`config.mk`:
```
export PLATFORM = sky130hd
export DESIGN_NAME = alu_rf_sequencer
export DESIGN_NICKNAME = d
export VERILOG_FILES = /design/src/rtl/alu_rf_sequencer.sv
export SDC_FILE = /design/constraint.sdc
export NUM_CORES = 1
export LEC_CHECK = 0
export ABC_AREA = 1
export CAP_MARGIN = 10
export CORE_MARGIN = 2
export CORE_UTILIZATION = 45
export CTS_CLUSTER_SIZE = 40
export DETAILED_ROUTE_END_ITERATION = 7
export HOLD_SLACK_MARGIN = 0.03
export MAX_ROUTING_LAYER = met4
export PLACE_DENSITY_LB_ADDON = 0.2
export SKIP_CTS_REPAIR_TIMING = 1
export SYNTH_ARGS = -nofsm -noshare
export SYNTH_HDL_FRONTEND = slang
export SYNTH_SLANG_ARGS = --single-unit
```
`constraint.sdc`:
```
create_clock -name clk -period 3.6 [get_ports clk]
set_input_delay 0.72 -clock clk [delete_from_list [all_inputs] [get_ports clk]]
set_output_delay 0.72 -clock clk [all_outputs]
set_load 0.02 [all_outputs]
```
`src/rtl/alu_rf_sequencer.sv`:
```
// Multicycle sequencer for the ALU/register-file datapath: accepts one instruction,
// runs it through IDLE -> EXEC -> WB, and reports completion with a one-cycle done pulse.
module alu_rf_sequencer (
  input  logic        clk,
  input  logic        reset,
  input  logic        instr_valid,
  input  logic [31:0] instr,
  output logic        instr_ready,
  input  logic [31:0] ALUOut,
  input  logic [1:0]  Zero,
  output logic [4:0]  Read1,
  output logic [4:0]  Read2,
  output logic [4:0]  WriteReg,
  output logic [1:0]  RegWrite,
  output logic [31:0] WriteData,
  output logic [3:0]  FuncCode,
  output logic [1:0]  ALUOp,
  output logic        done,
  output logic [31:0] result,
  output logic        branch_taken,
  output logic        illegal,
  output logic [1:0]  state_dbg
);

  // Handshake: an instruction transfers on the rising edge where instr_valid && instr_ready;
  // instr is sampled only at that edge, and instr_valid is ignored outside IDLE.

  typedef enum logic [1:0] {
    S_IDLE = 2'd0,
    S_EXEC = 2'd1,
    S_WB   = 2'd2
  } state_e;

  localparam logic [5:0] OP_RTYPE = 6'h00;
  localparam logic [5:0] OP_LUI   = 6'h0F;
  localparam logic [5:0] OP_BEQ   = 6'h04;

  state_e      state_q, state_d;
  logic [31:0] ir_q, ir_d;
  logic [31:0] result_q, result_d;
  logic        zero_q, zero_d;

  logic [5:0]  opcode;
  logic [4:0]  rs, rt, rd, dest;
  logic [15:0] imm;
  logic        is_rtype, is_lui, is_beq, is_illegal;
  logic        writes_reg, write_en;
  logic [31:0] exec_result;

  always_comb begin
    opcode     = ir_q[31:26];
    rs         = ir_q[25:21];
    rt         = ir_q[20:16];
    rd         = ir_q[15:11];
    imm        = ir_q[15:0];
    is_rtype   = (opcode == OP_RTYPE);
    is_lui     = (opcode == OP_LUI);
    is_beq     = (opcode == OP_BEQ);
    is_illegal = !(is_rtype || is_lui || is_beq);
    dest       = is_rtype ? rd : rt;
    writes_reg = is_rtype || is_lui;
    // Register 0 is hardwired; a write aimed at it still completes but never reaches the file.
    write_en   = writes_reg && (dest != 5'd0);
    if (is_lui)          exec_result = {imm, 16'h0000};
    else if (is_illegal) exec_result = 32'h0;
    else                 exec_result = ALUOut;
  end

  always_ff @(posedge clk) begin
    if (reset) begin
      state_q  <= S_IDLE;
      ir_q     <= 32'h0;
      result_q <= 32'h0;
      zero_q   <= 1'b0;
    end else begin
      state_q  <= state_d;
      ir_q     <= ir_d;
      result_q <= result_d;
      zero_q   <= zero_d;
    end
  end

  always_comb begin
    state_d  = state_q;
    ir_d     = ir_q;
    result_d = result_q;
    zero_d   = zero_q;
    case (state_q)
      S_IDLE: begin
        if (instr_valid) begin
          ir_d    = instr;
          state_d = S_EXEC;
        end
      end
      S_EXEC: begin
        result_d = exec_result;
        // Only bit 0 carries the flag; the upper bit is masked off.
        zero_d   = |(Zero & 2'b01);
        state_d  = S_WB;
      end
      S_WB:    state_d = S_IDLE;
      default: state_d = S_IDLE;
    endcase
  end

  // All outputs are forced quiet while reset is high, which also kills an in-flight write.
  always_comb begin
    instr_ready  = 1'b0;
    Read1        = 5'd0;
    Read2        = 5'd0;
    FuncCode     = 4'd0;
    ALUOp        = 2'b00;
    WriteReg     = 5'd0;
    RegWrite     = 2'b00;
    WriteData    = 32'h0;
    done         = 1'b0;
    branch_taken = 1'b0;
    illegal      = 1'b0;
    result       = 32'h0;
    state_dbg    = 2'd0;
    if (!reset) begin
      result    = result_q;
      state_dbg = state_q;
      case (state_q)
        S_IDLE: instr_ready = 1'b1;
        S_EXEC: begin
          Read1 = rs;
          Read2 = rt;
          if (is_rtype) begin
            ALUOp    = 2'b10;
            FuncCode = ir_q[3:0];
          end else if (is_beq) begin
            ALUOp    = 2'b01;
          end
        end
        S_WB: begin
          done         = 1'b1;
          WriteData    = result_q;
          WriteReg     = writes_reg ? dest : 5'd0;
          RegWrite     = write_en ? 2'b01 : 2'b00;
          branch_taken = is_beq && zero_q;
          illegal      = is_illegal;
        end
        default: ;
      endcase
    end
  end

endmodule

```
**After elaboration in Yosys (flattened, before gate mapping)**

Cells that the tools add are included.

- Word-level logic and storage cells: 52
- Register bits: 67
- Input port bits: 69

- Multiplexer cells: 34
- Reduce and logical (&&, ||, !) cells: 9
- Equality and inequality tests: 5

Operators with widths:

| operator | count |
|---|---|
| $mux W32 | 5 |
| $mux W5 | 8 |
| $mux W1 | 12 |
| $mux W4 | 3 |
| $mux W2 | 5 |
| $eq A6 B3 Y1 const B | 1 |
| $eq A6 B4 Y1 const B | 1 |
| $logic_not A6 Y1 | 1 |
| $reduce_bool A5 Y1 | 1 |
| $pmux W2 S2 | 1 |
| $eq A2 B1 Y1 const B | 1 |
| $eq A2 B2 Y1 const B | 1 |
| $logic_and A1 B1 Y1 | 2 |
| $logic_not A2 Y1 | 1 |
| $logic_or A1 B1 Y1 | 2 |
| $ne A2 B2 Y1 const B | 1 |
| $reduce_and A2 Y1 | 1 |
| $logic_not A1 Y1 | 1 |

**Logic depth before layout (Yosys ltp)**

Gate-level depths: netlist of the first run.

- Depth after elaboration: 7
- Gate-level depth with buffers: 8
- Gate-level depth less buffers: 8

**Worst setup path after synthesis of the first run**

Ideal clock, no wire load.

- Path type: input-to-output
- Start point: input reset
- End point: output RegWrite[0]
- Cell stages on the path: 6
- Required time: 2.880 ns
- Data arrival time: 1.792 ns
- Path slack: 1.088 ns
- Path through: buf_2 -> inv_1 -> nand2_1 -> inv_1 -> nand2_1 -> nor2_1

- Word-level cells in the longest chain between the ends: 1

Ends and longest elaborated chain:

| item | RTL line | RTL |
|---|---|---|
| start: declaration | 5 | `input logic reset,` |
| $mux W1 | 121 | `if (!reset) begin` |
| end: declaration | 14 | `output logic [1:0] RegWrite,` |

Every way passes these cells.

**Worst setup path after layout of the first run**

- Start point: register state_q[0]
- End point: output FuncCode[3]

- Word-level cells in the longest chain between the ends: 3

Ends and longest elaborated chain:

| item | RTL line | RTL |
|---|---|---|
| start: declaration | 38 | `state_e state_q, state_d;` |
| start signal: assignment | 76 | `state_q <= state_d;` |
| $eq A2 B1 Y1 | 124 | `case (state_q)` |
| $mux W4 | 124 |  |
| $mux W4 | 121 |  |
| end: declaration | 16 | `output logic [3:0] FuncCode,` |

Every way passes these cells.

==> results of run 1 <==
==> state kept, by name, indices dropped and copies added, names as in the netlist <==
signal and cells:
ir_q 32, result_q 32, state_q 2, zero_q 1
==> area by class of cell <==
cell class              instances  area share, %
inverters                      62          4.444
well taps                      99          2.366
clock inverters                 2          1.147
multi-input cells             357          32.02
flip-flops and latches         67          25.62
repair buffers                167          31.45
clock buffers                  12          2.963
==> routing by layer <==
layer	vias up	global-route usage, %	wire length [um]
li1	1901	-	-
met1	1670	30.73	4387
met2	128	41.73	4944
met3	22	4.232	529
met4	0	9.343	223
met5	-	-	0
==> worst max-delay path by stage <==
| stage | from | to | slack, ns | cells after the start |
|---|---|---|---|---|
| 2_1_floorplan | reset | RegWrite[0] | 1.09 | 6 |
| 3_3_place_gp | reset | result[0] | 0.59 | 5 |
| 3_5_place_dp | reset | result[1] | 0.57 | 5 |
| 4_1_cts | state_q[0] | FuncCode[3] | 0.39 | 9 |
| 5_1_grt | state_q[0] | FuncCode[1] | 0.22 | 9 |
| 6_report | state_q[0] | FuncCode[3] | 0.39 | 9 |
==> stage by stage <==
stage               cells  util (%)
finish                766     71.81
global route          766     71.81
CTS                   766     71.81
detailed placement    752     68.86
global placement      752     68.86
floorplan             519         -
==> cell usage after synthesis (2+ instances only) <==
library cell	instances
nand4_1	3
buf_2	8
dfxtp_1	67
buf_6	4
clkbuf_1	18
nor2_1	145
nand3_1	9
inv_1	58
nand2_2	2
nand2_1	69
inv_2	3
o21ai_0	49
nor2_4	5
a21boi_0	19
nor2_2	2
buf_4	2
a21oi_1	37
o21ai_2	10
==> power by group <==
| group | internal (mW) | switching [mW] | total, mW |
|---|---|---|---|
| clock | 0.421 | 0.266 | 0.687 |
| sequential | 0.793 | 0.0246 | 0.817 |
| combinational | 0.163 | 0.214 | 0.376 |
==> worst max-delay path, delay by kind of cell (launching register included) <==
family | cells | cell delay [ns]
buffers and inverters | 5 | 1.00
and+or+nand+nor | 4 | 0.77
DFF | 1 | 0.39
==> kinds of logic (layout without fill, tap and decap cells) <==
group / count (synthesis) / after routing / synth area share [%]
AND/OR/NAND/NOR: 240 / 240 / 29.36
AO/OA/AOI/OAI: 116 / 116 / 19.52
buffers and inverters: 95 / 243 / 11.81
flip-flops: 67 / 67 / 39.20
other: 1 / 1 / 0.1096
==> metrics.csv, run 1 <==
metric,value,unit
clk_latency,0.34,ns
worst-slew-pin-transition,0.5603,ns
synth_area_leaders,"dfxtp_1 39%, nor2_1 16%, nand2_1 7.6%, o21ai_0 7.2%, inv_1 6.4%",
grt_max_degree,50,
cts-root-buf,clkbuf_8,
synthFlopType,dfxtp_1,
peakVddDrop,0.0001946,V
clk_path_buf_depth,2,
ys_ff_latch,67,
multi_input_area,1677,um2
crit_arrival,2.49,ns
yosysWarningCount,0,
dp_slack,0.5658,ns
area_growth,53.02,%
p_leak,2.000,nW
initial_utilization,46.93,%
placed_area,5021,um2
hp-start,ir_q[13],
yosys.area.top_type,dfxtp_1,
grt_usage,25.14,%
drv_slew,0,
clk_pin_slew_worst_paths,0.07,ns
status,completed,
syn_nets,588,
max-slew-margin-rel,62.42,%
grt_pass1_vias,3572,
cpMostUsedCell,inv_2,
overflow,0,
cts_tree,yes,
core_region_area,7292,um2
clkSinkCount,67,
cts_buffers,9,
nets,733,
drive_gt1_share,7.196,%
place.port_buffers,159,
rows,31,
startpoint_type,flip-flop,
final_cell_mix,"158 x clkdlybuf4s50_1, 145 x nor2_1, 69 x nand2_1",
syn_area,3422,um2
syn_inst,519,
hp-class,flip-flop to flip-flop,
via_count,3721,
nFillCells,637,
end_kind,output port,
fin_crit_sh,89.17,%
regArea,1341,um2
antenna_found_initial,0,
syn_avg_cell_area,6.594,um2
finalHoldViolations,0,
rsz0062_at_grt,no,
finalWirelength,10.08,mm
reg2regPathDepth,5,
h-tree-depth,3,
slowest_delay,0.61,ns
synth-edff-count,0,
firstDrtPassIters,4,
design_area,5236,um2
p_per_area,359.1,nW/um2
path_class,flip-flop to output port,
p_total,1.880,mW
r2r_end,ir_q[10],
ys_seq_area_share,39.20,%
worstPathRequired,2.88,ns
timing.setup.tns,0,ns
min_to,ir_q[13],
cp_slowest_cell,clkdlybuf4s50_1,
remaining_drc_errors,0,
skew,0.009296,ns
place_hpwl,7.216,mm
ios,162,
ant_nets,0,
final_common_cell,clkdlybuf4s50_1,
ys_async_sr_fraction,0,%
crit_path_cell_trace,"inv_2, nor2_4, inv_2, nor2_4, inv_2, nor2_2, inv_1, nor2_1, clkdlybuf4s50_1",
worstHoldPathCells,2,
drt-initial-drc-count,171,
cp_max_fo,16,
die_x,91.21,um
setup.reg_to_reg.worst_slack,1.67,ns
avgViaCountPerCell,4.858,
place_congestion,0.8284,
synth_top_area_share,39.20,%
r2r-start,state_q[1],
grt_pass1_wl,16.57,mm
finalCriticalPeriod,3.210,ns
setup_viol,0,
timing.fmax,0.3115,GHz
n_antenna_cell,0,
ys_types,27,
max_cap_violations,0,
die_area,8318,um2
die_y,91.21,um
wl_per_cell,13.16,um
fin_ws,0.3900,ns
hold-worst-slack,0.4686,ns
No activity file was read; power rests on OpenSTA's default activity.
==> run 2: changes to the inputs <==
--- a/config.mk
+++ b/config.mk
@@ -9,7 +9,6 @@
 export CAP_MARGIN = 10
 export CORE_MARGIN = 2
 export CORE_UTILIZATION = 45
-export CTS_CLUSTER_SIZE = 40
 export DETAILED_ROUTE_END_ITERATION = 7
 export HOLD_SLACK_MARGIN = 0.03
 export MAX_ROUTING_LAYER = met4
==> results of run 2 <==
Same layout as run 1: the final DEF is identical, and so are final timing and power.
==> run 3: changes to the inputs <==
--- a/config.mk
+++ b/config.mk
@@ -8,7 +8,7 @@
 export ABC_AREA = 1
 export CAP_MARGIN = 10
 export CORE_MARGIN = 2
-export CORE_UTILIZATION = 45
+export CORE_UTILIZATION = 42
 export DETAILED_ROUTE_END_ITERATION = 7
 export HOLD_SLACK_MARGIN = 0.03
 export MAX_ROUTING_LAYER = met4
==> metrics.csv, run 3 (same netlist as run 1, synthesis figures left out) <==
metric,value,unit,change
grt_util_met1,29.22,%,-1.5 points
max_cap_violations,0,,unchanged
hp-class,flip-flop to flip-flop,,
clk_latency,0.33,ns,about the same
n_antenna_cell,0,,unchanged
nets,733,,unchanged
initial_utilization,43.83,%,-3.1 points
ant_nets,0,,unchanged
timing.fmax,0.3069,GHz,-1.5%
firstDrtPassIters,4,,unchanged
min_to,ir_q[14],,
grt_usage,23.33,%,-1.8 points
fin_crit_sh,90.50,%,+1.3 points
area_growth,52.87,%,about the same
cpMostUsedCell,inv_2,,
grt_pass1_vias,3346,,-6.3%
top_regs,"ir_q: 32 flops, result_q: 32 flops, state_q: 2 flops",,
p_clk_share,34.0,%,-2.5 points
ios,162,,unchanged
h-tree-depth,3,,unchanged
stdcell_count,771,,+0.65%
cp_max_fo,16,,unchanged
grt_pass1_wl,15.84,mm,-4.4%
worstHoldPathCells,2,,unchanged
grt_max_degree,50,,unchanged
cts_tree,yes,,
setup_viol,0,,unchanged
antenna_found_initial,0,,unchanged
nFillCells,728,,+14%
p_per_area,345.7,nW/um2,-3.7%
combinationalPowerShare,20.8,%,+0.8 points
grt_busiest_layer,met2,,
final_cell_mix,"158 x clkdlybuf4s50_1, 145 x nor2_1, 69 x nand2_1",,
overflow,0,,unchanged
remaining_drc_errors,0,,unchanged
rsz0062_at_grt,no,,
die_y,94.27,um,+3.4%
clkSinkCount,67,,unchanged
via_count,3682,,-1.0%
hp-start,ir_q[14],,
crit_arrival,2.54,ns,+0.05 ns
die_x,94.27,um,+3.4%
cts-root-buf,clkbuf_8,,
cts_buffers,9,,unchanged
p_leak,1.995,nW,-0.27%
p_sw_share,28.60,%,+1.8 points
timing.setup.tns,0,ns,unchanged
path_buf_inv,5,,unchanged
final_common_cell,clkdlybuf4s50_1,,
drt-initial-drc-count,174,,+1.8%
end_kind,output port,,
crit_path_cell_trace,"inv_2, nor2_4, inv_2, nor2_4, inv_2, nor2_2, inv_1, nor2_1, clkdlybuf4s50_1",,
met3_usage,4.976,%,+0.74 points
cp_slowest_cell,clkdlybuf4s50_1,,
place_congestion,0.8181,,-1.2%
cp_top_family,buffers and inverters,,
worst-slew-pin-transition,0.5440,ns,-0.01626 ns
reg2regPathDepth,5,,unchanged
met2_usage,37.20,%,-4.5 points
worstPathRequired,2.88,ns,about the same
die_area,8886,um2,+6.8%
finalCriticalPeriod,3.258,ns,+0.04793 ns
p_sw,0.5172,mW,+2.5%
path_class,flip-flop to output port,,
p_int,1.292,mW,-6.1%
p_seq_share,45.2,%,+1.7 points
clk_path_buf_depth,2,,unchanged
startpoint_type,flip-flop,,
drive_gt1_share,7.474,%,+0.28 points
core_region_area,7807,um2,+7.1%
placedCellCount,755,,+0.40%
setup.reg_to_reg.worst_slack,1.65,ns,-0.02 ns
r2r-start,state_q[1],,
drv_slew,0,,unchanged
crit_start,state_q[0],,
peakVddDrop,0.0002076,V,+6.7%
wl_per_cell,13.01,um,-1.2%
place_hpwl,7.127,mm,-1.2%
status,completed,,
clk_pin_slew_worst_paths,0.07,ns,about the same
place.port_buffers,159,,unchanged
avgViaCountPerCell,4.776,,-1.7%
finalHoldViolations,0,,unchanged
r2r_end,ir_q[7],,
utilization,67.00,%,-4.8 points
hold-worst-slack,0.4773,ns,+0.008778 ns
slowest_delay,0.63,ns,+0.02 ns
rows,32,,+3.2%
finalWirelength,10.03,mm,-0.56%
skew,0.003923,ns,-0.005373 ns
max-slew-margin-rel,63.51,%,+1.1 points
run 3: cell count changes in the layout (fill, tap and decap cells not counted), sizes merged:
cell | previous run | this run
bufinv | 2 | 1
clkinv | 1 | 4
clkinvlp | 0 | 1
clkbuf | 12 | 11
run 3: per-layer routing:
| metal | part of all wire, % | up-vias |
|---|---|---|
| met4 | 1.7 | 0 |
| met1 | 44 | 1627 |
| met2 | 47 | 141 |
| met3 | 7.2 | 15 |
| met5 | 0 | - |
| li1 | - | 1899 |
run 3: worst max path at each step:
| stage | end | slack, ns | depth (start not counted) |
|---|---|---|---|
| detailed placement | FuncCode[0] | 0.60 | 7 |
| floorplan | RegWrite[0] | 1.09 | 6 |
| global placement | FuncCode[1] | 0.62 | 7 |
| global route | FuncCode[1] | 0.14 | 9 |
| CTS | FuncCode[1] | 0.35 | 9 |
| finish | FuncCode[1] | 0.34 | 9 |
run 3: power groups by stage:
stage               Combinational (mW)  Clock [mW]  Sequential [mW]
floorplan                        0.234           0            0.827
global placement                 0.371           0            0.832
detailed placement               0.376           0            0.834
CTS                              0.378       0.632            0.817
global route                     0.421       0.665            0.822
finish                           0.376       0.615            0.817
run 3: through the flow:
stage	cell area [um2]	total power [mW]	worst slack, ns
after global placement	5037	1.203	0.6221
after global routing	5231	1.908	0.1369
after floorplan	3422	1.062	1.088
after detailed placement	5037	1.210	0.6000
after CTS	5231	1.827	0.3470
final	5231	1.809	0.3421
run 3: final cells by class:
class	count	area (um2)	share of cell area, %
sequential	67	1341	25.64
clock inverter	5	52.55	1.005
clock buffer	11	141.4	2.703
timing repair buffer	167	1659	31.71
multi-input combinational	357	1677	32.05
inverter	62	232.7	4.449
tap	102	127.6	2.440
run 3: worst reg2reg max path, cell delays in order (launching register included):
cell	delay (ns)
dfxtp_1	0.44
nor2_1	0.07
nand2_1	0.40
clkinv_1	0.61
nor2_1	0.25
nor2_1	0.07
